`config.mk`:
```
export PLATFORM = sky130hd
export DESIGN_NAME = branch_resolve_unit
export DESIGN_NICKNAME = d
export VERILOG_FILES = /design/src/rtl/branch_resolve_unit.sv
export SDC_FILE = /design/constraint.sdc
export NUM_CORES = 1
export LEC_CHECK = 0
export CAP_MARGIN = 20
export CORE_MARGIN = 5
export CORE_UTILIZATION = 38
export CTS_BUF_LIST = sky130_fd_sc_hd__clkbuf_2
export CTS_CLUSTER_DIAMETER = 50
export DETAILED_ROUTE_END_ITERATION = 16
export PLACE_DENSITY_LB_ADDON = 0.1
export RECOVER_POWER = 25
export SLEW_MARGIN = 20
export SYNTH_ARGS = -nofsm -noshare
export SYNTH_HDL_FRONTEND = slang
export SYNTH_SLANG_ARGS = --single-unit
export TNS_END_PERCENT = 30
```
`constraint.sdc`:
```
create_clock -name clk -period 1.6 [get_ports clk]
set_input_delay 0.24 -clock clk [delete_from_list [all_inputs] [get_ports clk]]
set_output_delay 0.24 -clock clk [all_outputs]
set_load 0.005 [all_outputs]
```
`src/rtl/branch_resolve_unit.sv`:
```
// rtl/branch_resolve_unit.sv - execute-stage branch resolution against the prediction queue head
//
// Purpose:
//   Compares each resolved conditional branch with the head entry of the
//   branch prediction queue. Pops the queue through update/correct, redirects
//   fetch on a mispredict and holds flush for a fixed squash window. Emits a
//   registered predictor-training record and shadows queue occupancy so that
//   protocol errors can be detected.
//
// Optional feature:
//   BRANCH_RESOLVE_STATS_EN - adds saturating branch/mispredict counters
//   (stat_branches, stat_mispredicts).
//
// Ports:
//   clk, rst                  clock, asynchronous active-high reset
//   stall                     global pipeline stall, freezes all state
//   pred_load                 fetch pushed a prediction into the queue
//   br_valid/br_taken/br_pc   resolving conditional branch from EX
//   head_prediction           queue head prediction bit
//   head_mispredict_address   queue head alternate-path PC
//   update, correct           queue pop handshake
//   redirect, redirect_pc     one-cycle fetch redirect
//   flush                     squash younger stages
//   train_valid/pc/taken      registered predictor-training record
//   occupancy                 shadow queue occupancy
//   proto_err                 sticky protocol-error flag
//   stat_branches/mispredicts statistics counters (macro only)

module branch_resolve_unit #(
   parameter int QUEUE_DEPTH  = 3,
   parameter int FLUSH_CYCLES = 2,
   localparam int OCC_W       = $clog2(QUEUE_DEPTH + 1)
) (
   input  logic             clk,
   input  logic             rst,
   input  logic             stall,
   input  logic             pred_load,
   input  logic             br_valid,
   input  logic             br_taken,
   input  logic [15:0]      br_pc,
   input  logic             head_prediction,
   input  logic [15:0]      head_mispredict_address,
   output logic             update,
   output logic             correct,
   output logic             redirect,
   output logic [15:0]      redirect_pc,
   output logic             flush,
   output logic             train_valid,
   output logic [15:0]      train_pc,
   output logic             train_taken,
   output logic [OCC_W-1:0] occupancy,
`ifdef BRANCH_RESOLVE_STATS_EN
   output logic [15:0]      stat_branches,
   output logic [15:0]      stat_mispredicts,
`endif
   output logic             proto_err
);

   localparam logic [OCC_W-1:0] OCC_ONE   = OCC_W'(1);
   localparam logic [OCC_W-1:0] OCC_MAX   = OCC_W'(QUEUE_DEPTH);
   localparam logic [3:0]       FLUSH_CNT = 4'(FLUSH_CYCLES);

   typedef enum logic {
      IDLE  = 1'b0,
      FLUSH = 1'b1
   } state_t;

   state_t           r_state;
   state_t           w_state_nxt;
   logic [3:0]       r_fcnt;
   logic [3:0]       w_fcnt_nxt;
   logic [OCC_W-1:0] r_occ;
   logic [OCC_W-1:0] w_occ_nxt;
   logic             r_proto_err;
   logic             w_err_set;
   logic             r_train_valid;
   logic [15:0]      r_train_pc;
   logic             r_train_taken;

   logic             w_accept;
   logic             w_correct;
   logic             w_redirect;

   // A branch is only resolved against a real (non-empty) queue head while
   // not squashing; rst gating keeps every combinational output low in reset.
   assign w_accept   = ~rst & br_valid & ~stall & (r_state == IDLE) & (r_occ != '0);
   assign w_correct  = w_accept & (br_taken == head_prediction);
   assign w_redirect = w_accept & ~w_correct;

   assign update      = w_accept;
   assign correct     = w_correct;
   assign redirect    = w_redirect;
   assign redirect_pc = w_redirect ? head_mispredict_address : 16'h0000;
   assign flush       = w_redirect | (r_state == FLUSH);

   assign occupancy   = r_occ;
   assign proto_err   = r_proto_err;
   assign train_valid = r_train_valid;
   assign train_pc    = r_train_pc;
   assign train_taken = r_train_taken;

   // Squash-window FSM
   always_comb begin
      w_state_nxt = r_state;
      w_fcnt_nxt  = r_fcnt;
      case (r_state)
         IDLE: begin
            if (w_redirect) begin
               w_state_nxt = FLUSH;
               w_fcnt_nxt  = FLUSH_CNT;
            end
         end
         FLUSH: begin
            if (!stall) begin
               w_fcnt_nxt = r_fcnt - 4'd1;
               if (r_fcnt == 4'd1) begin
                  w_state_nxt = IDLE;
               end
            end
         end
         default: begin
            w_state_nxt = IDLE;
         end
      endcase
   end

   always_ff @(posedge clk or posedge rst) begin
      if (rst) begin
         r_state <= IDLE;
         r_fcnt  <= 4'd0;
      end else begin
         r_state <= w_state_nxt;
         r_fcnt  <= w_fcnt_nxt;
      end
   end

   // Occupancy shadow. In FLUSH pred_load comes from wrong-path fetches and
   // is ignored; a mispredict empties the queue, discarding a coincident push.
   always_comb begin
      w_occ_nxt = r_occ;
      w_err_set = 1'b0;
      if (!stall) begin
         if (w_redirect) begin
            w_occ_nxt = '0;
         end else if (r_state == IDLE) begin
            if (br_valid && (r_occ == '0)) begin
               w_err_set = 1'b1;
            end
            if (w_accept) begin
               // Correct pop; a simultaneous push cancels it out.
               if (!pred_load) begin
                  w_occ_nxt = r_occ - OCC_ONE;
               end
            end else if (pred_load) begin
               if (r_occ == OCC_MAX) begin
                  w_err_set = 1'b1;
               end else begin
                  w_occ_nxt = r_occ + OCC_ONE;
               end
            end
         end
      end
   end

   always_ff @(posedge clk or posedge rst) begin
      if (rst) begin
         r_occ       <= '0;
         r_proto_err <= 1'b0;
      end else begin
         r_occ <= w_occ_nxt;
         if (w_err_set) begin
            r_proto_err <= 1'b1;
         end
      end
   end

   // Training record
   always_ff @(posedge clk or posedge rst) begin
      if (rst) begin
         r_train_valid <= 1'b0;
         r_train_pc    <= 16'h0000;
         r_train_taken <= 1'b0;
      end else if (w_accept) begin
         r_train_valid <= 1'b1;
         r_train_pc    <= br_pc;
         r_train_taken <= br_taken;
      end else if (!stall) begin
         r_train_valid <= 1'b0;
      end
   end

`ifdef BRANCH_RESOLVE_STATS_EN
   logic [15:0] r_stat_branches;
   logic [15:0] r_stat_mispredicts;

   assign stat_branches    = r_stat_branches;
   assign stat_mispredicts = r_stat_mispredicts;

   // accept and redirect already imply ~stall, so the counters freeze under stall.
   always_ff @(posedge clk or posedge rst) begin
      if (rst) begin
         r_stat_branches    <= 16'h0000;
         r_stat_mispredicts <= 16'h0000;
      end else begin
         if (w_accept && (r_stat_branches != 16'hFFFF)) begin
            r_stat_branches <= r_stat_branches + 16'd1;
         end
         if (w_redirect && (r_stat_mispredicts != 16'hFFFF)) begin
            r_stat_mispredicts <= r_stat_mispredicts + 16'd1;
         end
      end
   end
`endif

endmodule
```
==> flow_summary.ini, run 1 <==
[global_routing]
antenna_found_initial = 0
grt_pass1_wl_microns = 6350
grt_pass1_vias = 1417
grt_max_degree = 16
grt_use_total_pct = 18.3
grt-ovfl-total = 0

[final_layout]
drive_gt1_share_pct = 45.1
mostFrequentLayoutCells = clkdlybuf4s50_1 (52), dfrtp_1 (26), buf_6 (26), buf_4 (22), and2_4 (15)
n_antenna_cell = 0
syn_to_final_growth_pct = 94.0
final-seq-area_sq_um = 651
fill_cells = 233
fin_nets = 267
final_common_cell = clkdlybuf4s50_1
multi_input_area_sq_um = 707

[critical_path]
crit_path_end_kind = output pin
start_kind = flop
crit_required_ns = 1.36
worstSetupPathType = flop to output pin
cp_max_fo = 5
cp.arrival_ns = 1.85

[logic_synthesis]
synth_fp_nets = 150
syn_inst = 109
avgSynthCellArea_sq_um = 12.1
synth_warnings = 0
syn_area_sq_mm = 0.00132
ys_seq_area_share_pct = 49.2
yosys_register_bits = 26
synth_cell_types = 31

[detailed_routing]
viasPerCell = 4.82
drt_wl_total_microns = 4470
vias = 1301
ant_nets = 0
firstDrtPassIters = 5
routedWlPerCell_microns = 16.5
route.detailed.drc = 0
first_iter_violations = 25

[floorplan]
dieWidth_microns = 69.0
start_util_pct = 39.3
io_pins = 80
die_h_microns = 69.0
fp.dieArea_sq_mm = 0.00476
core_area_sq_mm = 0.00336
rows = 21

[clock_network]
cts_tree = built
insertion_delay_ns = 0.34
htreeDepth = 1
cts_made_buffers = 3
clk_pin_slew_ns = 0.20
clock-root-buffer = clkbuf_2
clk_path_buf_depth = 2
cts_sinks = 26

[place]
dp_hpwl_microns = 3250
place_congestion = 0.661
port_buffers = 79

[timing]
skew_ns = 0.0117
slew_headroom_pct = 57.4
max_freq_mhz = 478
fin_crit_sh_pct = 131
grt_setup_unrepaired = yes
setup_tns_ns = -9.80
finalSetupViolCount = 34
hold_viol_final = 0
finalCriticalPeriod_ns = 2.09
hold_ws_ns = 0.0982
worst_slack_ns = -0.492
tightest_slew_ns = 0.639
drv_slew = 0

[worst_hold_path]
hold_class = input port to async pin

[flow_run]
max_cap_violations = 0

[power]
powerDensity_mw_per_mm2 = 1210
p_leak_nw = 1.21
vdd_ir_drop_max_mv = 0.987

[outcome]
violations = setup timing
outcome = finished with violations
## synth_stat cells
| cell type | count | share of area (%) |
|---|---|---|
| nand3_1 | 3 | 1.1 |
| nor4_4 | 1 | 1.6 |
| a21oi_1 | 2 | 0.76 |
| and2_1 | 10 | 4.7 |
| buf_6 | 4 | 3.4 |
| a31oi_1 | 1 | 0.47 |
| or4b_2 | 1 | 0.76 |
| nor3_1 | 1 | 0.38 |
| or3_1 | 1 | 0.47 |
| nor2b_1 | 3 | 1.4 |
| mux2_2 | 17 | 14 |
| nand2b_1 | 1 | 0.47 |
| and2_2 | 7 | 4.0 |
| a21o_1 | 3 | 1.7 |
| o21a_1 | 1 | 0.57 |
| a21o_2 | 1 | 0.66 |
| a22o_1 | 1 | 0.66 |
| nand2b_4 | 1 | 1.0 |
| nor2_2 | 1 | 0.47 |
| xor2_1 | 1 | 0.66 |
| nor4_1 | 1 | 0.47 |
| nand2_1 | 4 | 1.1 |
| xnor2_1 | 2 | 1.3 |
| nor2_1 | 4 | 1.1 |
| inv_1 | 3 | 0.85 |
| a32o_1 | 1 | 0.76 |
| nor4b_4 | 1 | 1.8 |
| o21ai_0 | 3 | 1.1 |
| or2_2 | 1 | 0.47 |
| ha_1 | 2 | 1.9 |
| dfrtp_1 | 26 | 49 |
## worst max-delay path: stages (launching register included)
cell and delay, ns:
dfrtp_1 0.44, nor2_2 0.15, nor4b_4 0.33, buf_2 0.20
buf_6 0.10, buf_6 0.08, and2_4 0.13, buf_6 0.08
## cell families after synthesis
kind of cell	after synthesis	synth area share [%]
fa+ha+maj	2	1.89
flops	26	49.2
simple gates	41	21.5
compound gates	13	6.72
buf+inv	7	4.26
mux	17	14.5
xor+xnor	3	1.99
## routing by layer
| metal | share of wire [%] | GRT usage (%) |
|---|---|---|
| met5 | 0 | 0 |
| met4 | 2.7 | 8.52 |
| met3 | 10 | 6.16 |
| met2 | 52 | 35.5 |
| met1 | 35 | 16.9 |
## sequential cells by signal, indices dropped and copies added (netlist names)
| signal | count |
|---|---|
| train_taken | 1 |
| proto_err | 1 |
| train_valid | 1 |
| train_pc | 16 |
| r_fcnt | 4 |
| occupancy | 2 |
| r_state | 1 |
## layout make-up
| type | count | area share (%) |
|---|---|---|
| inverter | 3 | 0.439 |
| tap | 46 | 2.24 |
| sequential | 26 | 25.4 |
| multi-input combinational | 76 | 27.5 |
| timing repair buffer | 116 | 43.8 |
| clock buffer | 3 | 0.585 |
## metrics by stage
stage,cell area [sq um],util [%],worst slack [ns],instances,total power [mW]
after floorplan,1320,-,0.105,109,1.72
after global routing,2570,76.3,-0.621,270,3.32
after global placement,2270,67.6,-0.662,248,2.59
final,2570,76.3,-0.492,270,3.11
after CTS,2420,71.8,-0.414,265,2.94
after detailed placement,2270,67.6,-0.704,248,2.68
## worst paths after layout
kind	start	to	slack [ns]	depth (start not counted)
max	r_state	redirect_pc[5]	-0.49	7
min	rst	occupancy[0]	0.1	3
max reg2reg	r_state	train_pc[2]	-0.17	6
min reg2reg	proto_err	proto_err	0.49	1
max in group asynchronous	rst	r_state	0.64	4
min in group clk	br_taken	train_taken	0.33	2
## report_power, final
group          switching [mW]  internal, mW  leakage (nW)  total [mW]
Combinational           0.551          1.15         0.891        1.70
Sequential              0.211         0.964         0.308        1.17
Clock                   0.178        0.0510        0.0125       0.229
Total                   0.939          2.17          1.21        3.11
## timing repair
action | CTS | global route
setup buffers | 12 | 5
pin swaps | 14 | 8
hold buffers | 0 | 0
endpoints found under the setup margin | 36 | 42
gates cloned | 3 | 0
resized for setup | 108 | 39
No activity file was read; power rests on OpenSTA's default activity.
==> run 2: changes to the inputs <==
==> constraint.sdc (replaced) <==
create_clock -name clk -period 2.1 [get_ports clk]
set_input_delay 0.315 -clock clk [delete_from_list [all_inputs] [get_ports clk]]
set_output_delay 0.315 -clock clk [all_outputs]
set_load 0.005 [all_outputs]
==> run 2 against run 1 <==
  * The flow still finishes with violations (setup timing)
  * Utilization is 6.2 points lower
  * Via count decreased by 3.4%
  * Clock-buffer cell count unchanged
  * Power shrank 30%
  * First-iteration DRC count is 4.0% higher
  * Register-to-register slack gained 0.57 ns
  * Sequential share of layout area up 2.2 points
  * Sequential power fell by 26%
  * Global-route usage fell by 0.22 points
  * Die area unchanged
  * Clock skew decreased by 0.0078 ns
  * Highest routed layer unchanged
==> flow_summary.ini, run 2 (synthesis results as in run 1) <==
[power]
powerDensity_mw_per_mm2 = 925
p_total_mw = 2.18
vdd_ir_drop_max_mv = 0.585
p_leak_nw = 1.10

[timing]
slew_headroom_pct = 51.3
skew_ns = 0.00393
tightest_slew_ns = 0.730
fin_crit_sh_pct = 104
worst_slack_ns = -0.0744
grt_setup_unrepaired = yes
finalSetupViolCount = 9
finalCriticalPeriod_ns = 2.17
max_freq_mhz = 460
drv_slew = 0
hold_viol_final = 0

[critical_path]
crit_path_end = redirect_pc[13]
crit_path_end_kind = output pin
timing.rr.start = occupancy[1]
cp_max_fo = 4
setup.worst_path.start = r_state
r2r-end = train_pc[8]
crit_required_ns = 1.78
worstSetupPathType = flop to output pin
r2r_slack_ns = 0.40
reg2reg_depth = 5
cp.arrival_ns = 1.86
start_kind = flop

[floorplan]
core_area_sq_mm = 0.00336
start_util_pct = 39.3
fp.dieArea_sq_mm = 0.00476
io_pins = 80
rows = 21
die_h_microns = 69.0
dieWidth_microns = 69.0

[global_routing]
grt_pass1_vias = 1365
met2_usage_pct = 34.8
met1_usage_pct = 17.5
grt_pass1_wl_microns = 6300
antenna_found_initial = 0
grtUsageMet3_pct = 6.16
grt-ovfl-total = 0
grt_max_degree = 16
grt_use_total_pct = 18.1
grt-busiest-layer = met2

[detailed_routing]
routedWlPerCell_microns = 16.0
first_iter_violations = 26
viasPerCell = 4.82
ant_nets = 0
drt_wl_total_microns = 4180
vias = 1257
firstDrtPassIters = 6
route.detailed.drc = 0

[place]
dp_hpwl_microns = 3160
place_congestion = 0.656
port_buffers = 79
place_ws_ns = -0.368

[final_layout]
drive_gt1_share_pct = 40.0
final_common_cell = clkdlybuf4s50_1
mostFrequentLayoutCells = clkdlybuf4s50_1 (55), dfrtp_1 (26), buf_4 (18), mux2_2 (17), buf_6 (15)
largest_register_ffs = 16
fin_nets = 258
n_antenna_cell = 0
syn_to_final_growth_pct = 78.3

[worst_hold_path]
hold_class = input port to async pin

[outcome]
violations = setup timing
outcome = finished with violations

[clock_network]
clk_pin_slew_ns = 0.22
cts_hold_buf = 0
insertion_delay_ns = 0.34
cts_tree = built
cts_made_buffers = 3
cts_sinks = 26
htreeDepth = 1
clk_path_buf_depth = 2
clock-root-buffer = clkbuf_2

[flow_run]
max_cap_violations = 0
[run 2: cell count changes in the layout (fill, tap and decap cells not counted), sizes merged]
cell	before	now
buf	53	42
clkdlybuf4s50	52	55
dlygate4sd2	4	7
dlymetal6s2s	3	0
clkdlybuf4s15	2	0
clkbuf	5	6
[run 2: final cells by class]
class	count	area, sq um
fillers	274	1000
repair buffers	107	977
flip-flops and latches	26	651
multi-input cells	76	647
well taps	46	57.6
clock buffers	3	15.0
inverters	3	11.3
[run 2: per-layer routing]
layer	up-vias	routed length (microns)
met2	62	2170
met4	0	86
li1	587	-
met1	600	1410
met3	8	510
met5	-	0
[run 2: through the flow]
stage / hold slack [ns] / TNS, ns / cell area [sq um] / utilization [%] / std cells
3_3_place_gp: 0.443 / -5.37 / 2250 / 66.9 / 245
4_1_cts: 0.264 / -0.162 / 2330 / 69.2 / 261
3_5_place_dp: 0.447 / -6.00 / 2250 / 66.9 / 245
6_report: 0.240 / -0.487 / 2360 / 70.1 / 261
5_1_grt: 0.276 / -2.11 / 2360 / 70.1 / 261
2_1_floorplan: 0.355 / 0 / 1320 / - / 109
[run 2: timing repair]
item                                    CTS  global route
gates cloned                              3             0
gates resized for setup                  86            18
endpoints found under the setup margin   20            19
buffers inserted                         10             0
pin swaps                                 6             7
[run 2: worst min path at each step]
stage	from	end
CTS	rst	train_pc[8]
finish	rst	train_pc[8]
global route	rst	train_pc[8]
detailed placement	proto_err	proto_err
global placement	proto_err	proto_err
floorplan	rst	occupancy[0]
[run 2: where the power goes]
part | switching, mW | internal [mW] | total [mW]
clock network | 0.140 | 0.0389 | 0.179
logic | 0.387 | 0.746 | 1.13
registers | 0.137 | 0.734 | 0.870
total | 0.663 | 1.52 | 2.18
[run 2: critical path, stage by stage (launching register included)]
cell and delay (ns):
dfrtp_1 0.45, nor2_2 0.13, nor4b_4 0.34, buf_2 0.22, buf_6 0.10, buf_6 0.08, and2_4 0.12, buf_6 0.08
==> run 3: changes to the inputs <==
--- a/config.mk
+++ b/config.mk
@@ -11,6 +11,7 @@
 export CTS_BUF_LIST = sky130_fd_sc_hd__clkbuf_2
 export CTS_CLUSTER_DIAMETER = 50
 export DETAILED_ROUTE_END_ITERATION = 16
+export GPL_TIMING_DRIVEN = 0
 export PLACE_DENSITY_LB_ADDON = 0.1
 export RECOVER_POWER = 25
 export SLEW_MARGIN = 20
==> run 3 against run 2 <==
  * The flow still finishes with violations (setup timing)
  * Clock skew up 0.0082 ns
  * Hold slack lost 0.22 ns
  * Clock-buffer cell count unchanged
  * Power increased by 0.37%
  * Sequential cell count unchanged
  * Setup slack improved by 0.018 ns
  * Sequential share of layout area is 0.28 points higher
  * First-iteration DRC count down 50%
  * Global-route usage down 1.9 points
  * Final cell count down 1.9%
==> flow_summary.ini, run 3 (synthesis results as in run 1) <==
[outcome]
outcome = finished with violations
violations = setup timing

[final_layout]
syn_to_final_growth_pct = 77.6
final_cells = 256
largest_register_ffs = 16
n_antenna_cell = 0
final_util_pct = 69.8
fin_nets = 252
mostFrequentLayoutCells = clkdlybuf4s50_1 (54), dfrtp_1 (23), buf_6 (17), mux2_2 (17), buf_4 (11)
drive_gt1_share_pct = 38.6
final_common_cell = clkdlybuf4s50_1

[detailed_routing]
firstDrtPassIters = 4
vias = 1227
route.detailed.drc = 0
first_iter_violations = 13
drt_wl_total_microns = 3850
ant_nets = 0
viasPerCell = 4.79
routedWlPerCell_microns = 15.0

[timing]
grt_setup_unrepaired = yes
max_freq_mhz = 464
finalCriticalPeriod_ns = 2.16
worst_slack_ns = -0.0566
finalSetupViolCount = 4
drv_slew = 0
skew_ns = 0.0121
slew_headroom_pct = 28.4
hold_viol_final = 0
fin_crit_sh_pct = 103
tightest_slew_ns = 1.07
hold_ws_ns = 0.0244

[power]
switching_power_mw = 0.666
pwr-share-clk_pct = 8.5
p_leak_nw = 1.08
cell_internal_pwr_mw = 1.52
vdd_ir_drop_max_mv = 0.600
p_total_mw = 2.19
seqPwrFrac_pct = 41.0
powerDensity_mw_per_mm2 = 933
swShare_pct = 30.4
pwr-share-comb_pct = 50.5

[global_routing]
grt_max_degree = 27
grt_pass1_wl_microns = 5800
grt_use_total_pct = 16.3
grt-ovfl-total = 0
grt_pass1_vias = 1296
antenna_found_initial = 0

[clock_network]
clk_path_buf_depth = 2
insertion_delay_ns = 0.34
cts_sinks = 26
cts_made_buffers = 3
clk_pin_slew_ns = 0.24
clock-root-buffer = clkbuf_2
cts_tree = built
htreeDepth = 1

[floorplan]
die_h_microns = 69.0
start_util_pct = 39.3
core_area_sq_mm = 0.00336
fp.dieArea_sq_mm = 0.00476
dieWidth_microns = 69.0
rows = 21
io_pins = 80

[critical_path]
setup.worst_path.start = r_state
crit_path_end_kind = output pin
cp_max_fo = 4
timing.rr.start = r_fcnt[1]
r2r_slack_ns = 0.55
path_cells = nor2_4 > nor4b_4 > buf_4 > buf_6 > buf_6 > and2_4 > buf_6
r2r-end = r_state
path_common_cell = buf_6
start_kind = flop
cpMaxStageDelayCell = dfrtp_2
cp.arrival_ns = 1.84
crit_required_ns = 1.78
worstSetupPathType = flop to output pin
crit_path_max_incr_delay_ns = 0.51
reg2reg_depth = 4

[worst_hold_path]
hold_class = input port to async pin

[place]
port_buffers = 79
place_ws_ns = -0.602
place_congestion = 0.703
dp_hpwl_microns = 2770
post-place-cells = 234

[flow_run]
max_cap_violations = 0
## run 3: cell types whose count changed in the layout (fill, tap and decap cells not counted), moves of 2 or more
cell     before  now
and2_4       11    8
dfrtp_2       0    3
buf_4        18   11
buf_6        15   17
nor2_2        2    0
nor2_4        0    2
and2_1        4    6
dfrtp_1      26   23
## run 3: critical path: cells and delay by family (launching register included)
family,cells,cell delay [ns]
flip-flops,1,0.51
AND/OR/NAND/NOR,3,0.52
buffers and inverters,4,0.47
## run 3: worst max path at each step
stage / to / slack [ns]
after floorplan: redirect_pc[3] / 0.53
after CTS: flush / -0.21
after detailed placement: redirect_pc[11] / -0.60
final: redirect_pc[5] / -0.06
after global routing: redirect_pc[5] / -0.17
after global placement: redirect_pc[3] / -0.56
## run 3: layout make-up
class / count / area, sq um
buffer: 3 / 33.8
clock buffer: 3 / 15.0
clock inverter: 1 / 3.75
fill: 282 / 1010
inverter: 3 / 11.3
multi-input combinational: 76 / 664
sequential: 26 / 654
tap: 46 / 57.6
timing repair buffer: 98 / 908
## run 3: routing by layer
layer	up-vias	track usage [%]	share of wire, %
met5	-	0	0
met4	0	6.08	1.4
met3	6	5.67	13
met2	69	29.6	51
met1	575	17.1	34
li1	577	-	-
## run 3: metrics by stage
step / TNS [ns] / area (sq um)
3_5_place_dp: -10.85 / 2170
4_1_cts: -0.687 / 2300
6_report: -0.126 / 2350
3_3_place_gp: -10.13 / 2170
2_1_floorplan: 0 / 1320
5_1_grt: -1.58 / 2350
## run 3: timing repair
action	4_1_cts	5_1_grt
cloned	1	0
setup endpoints to repair	20	19
gates resized for setup	96	11
pin swaps	7	5
hold buffers	0	0
buffers inserted	15	2
## run 3: power groups by stage
stage | sequential [mW] | combinational [mW] | clock (mW)
floorplan | 0.911 | 0.397 | 0
global placement | 0.902 | 0.972 | 0
detailed placement | 0.920 | 0.996 | 0
CTS | 0.893 | 1.10 | 0.199
global route | 0.933 | 1.21 | 0.215
finish | 0.898 | 1.11 | 0.186
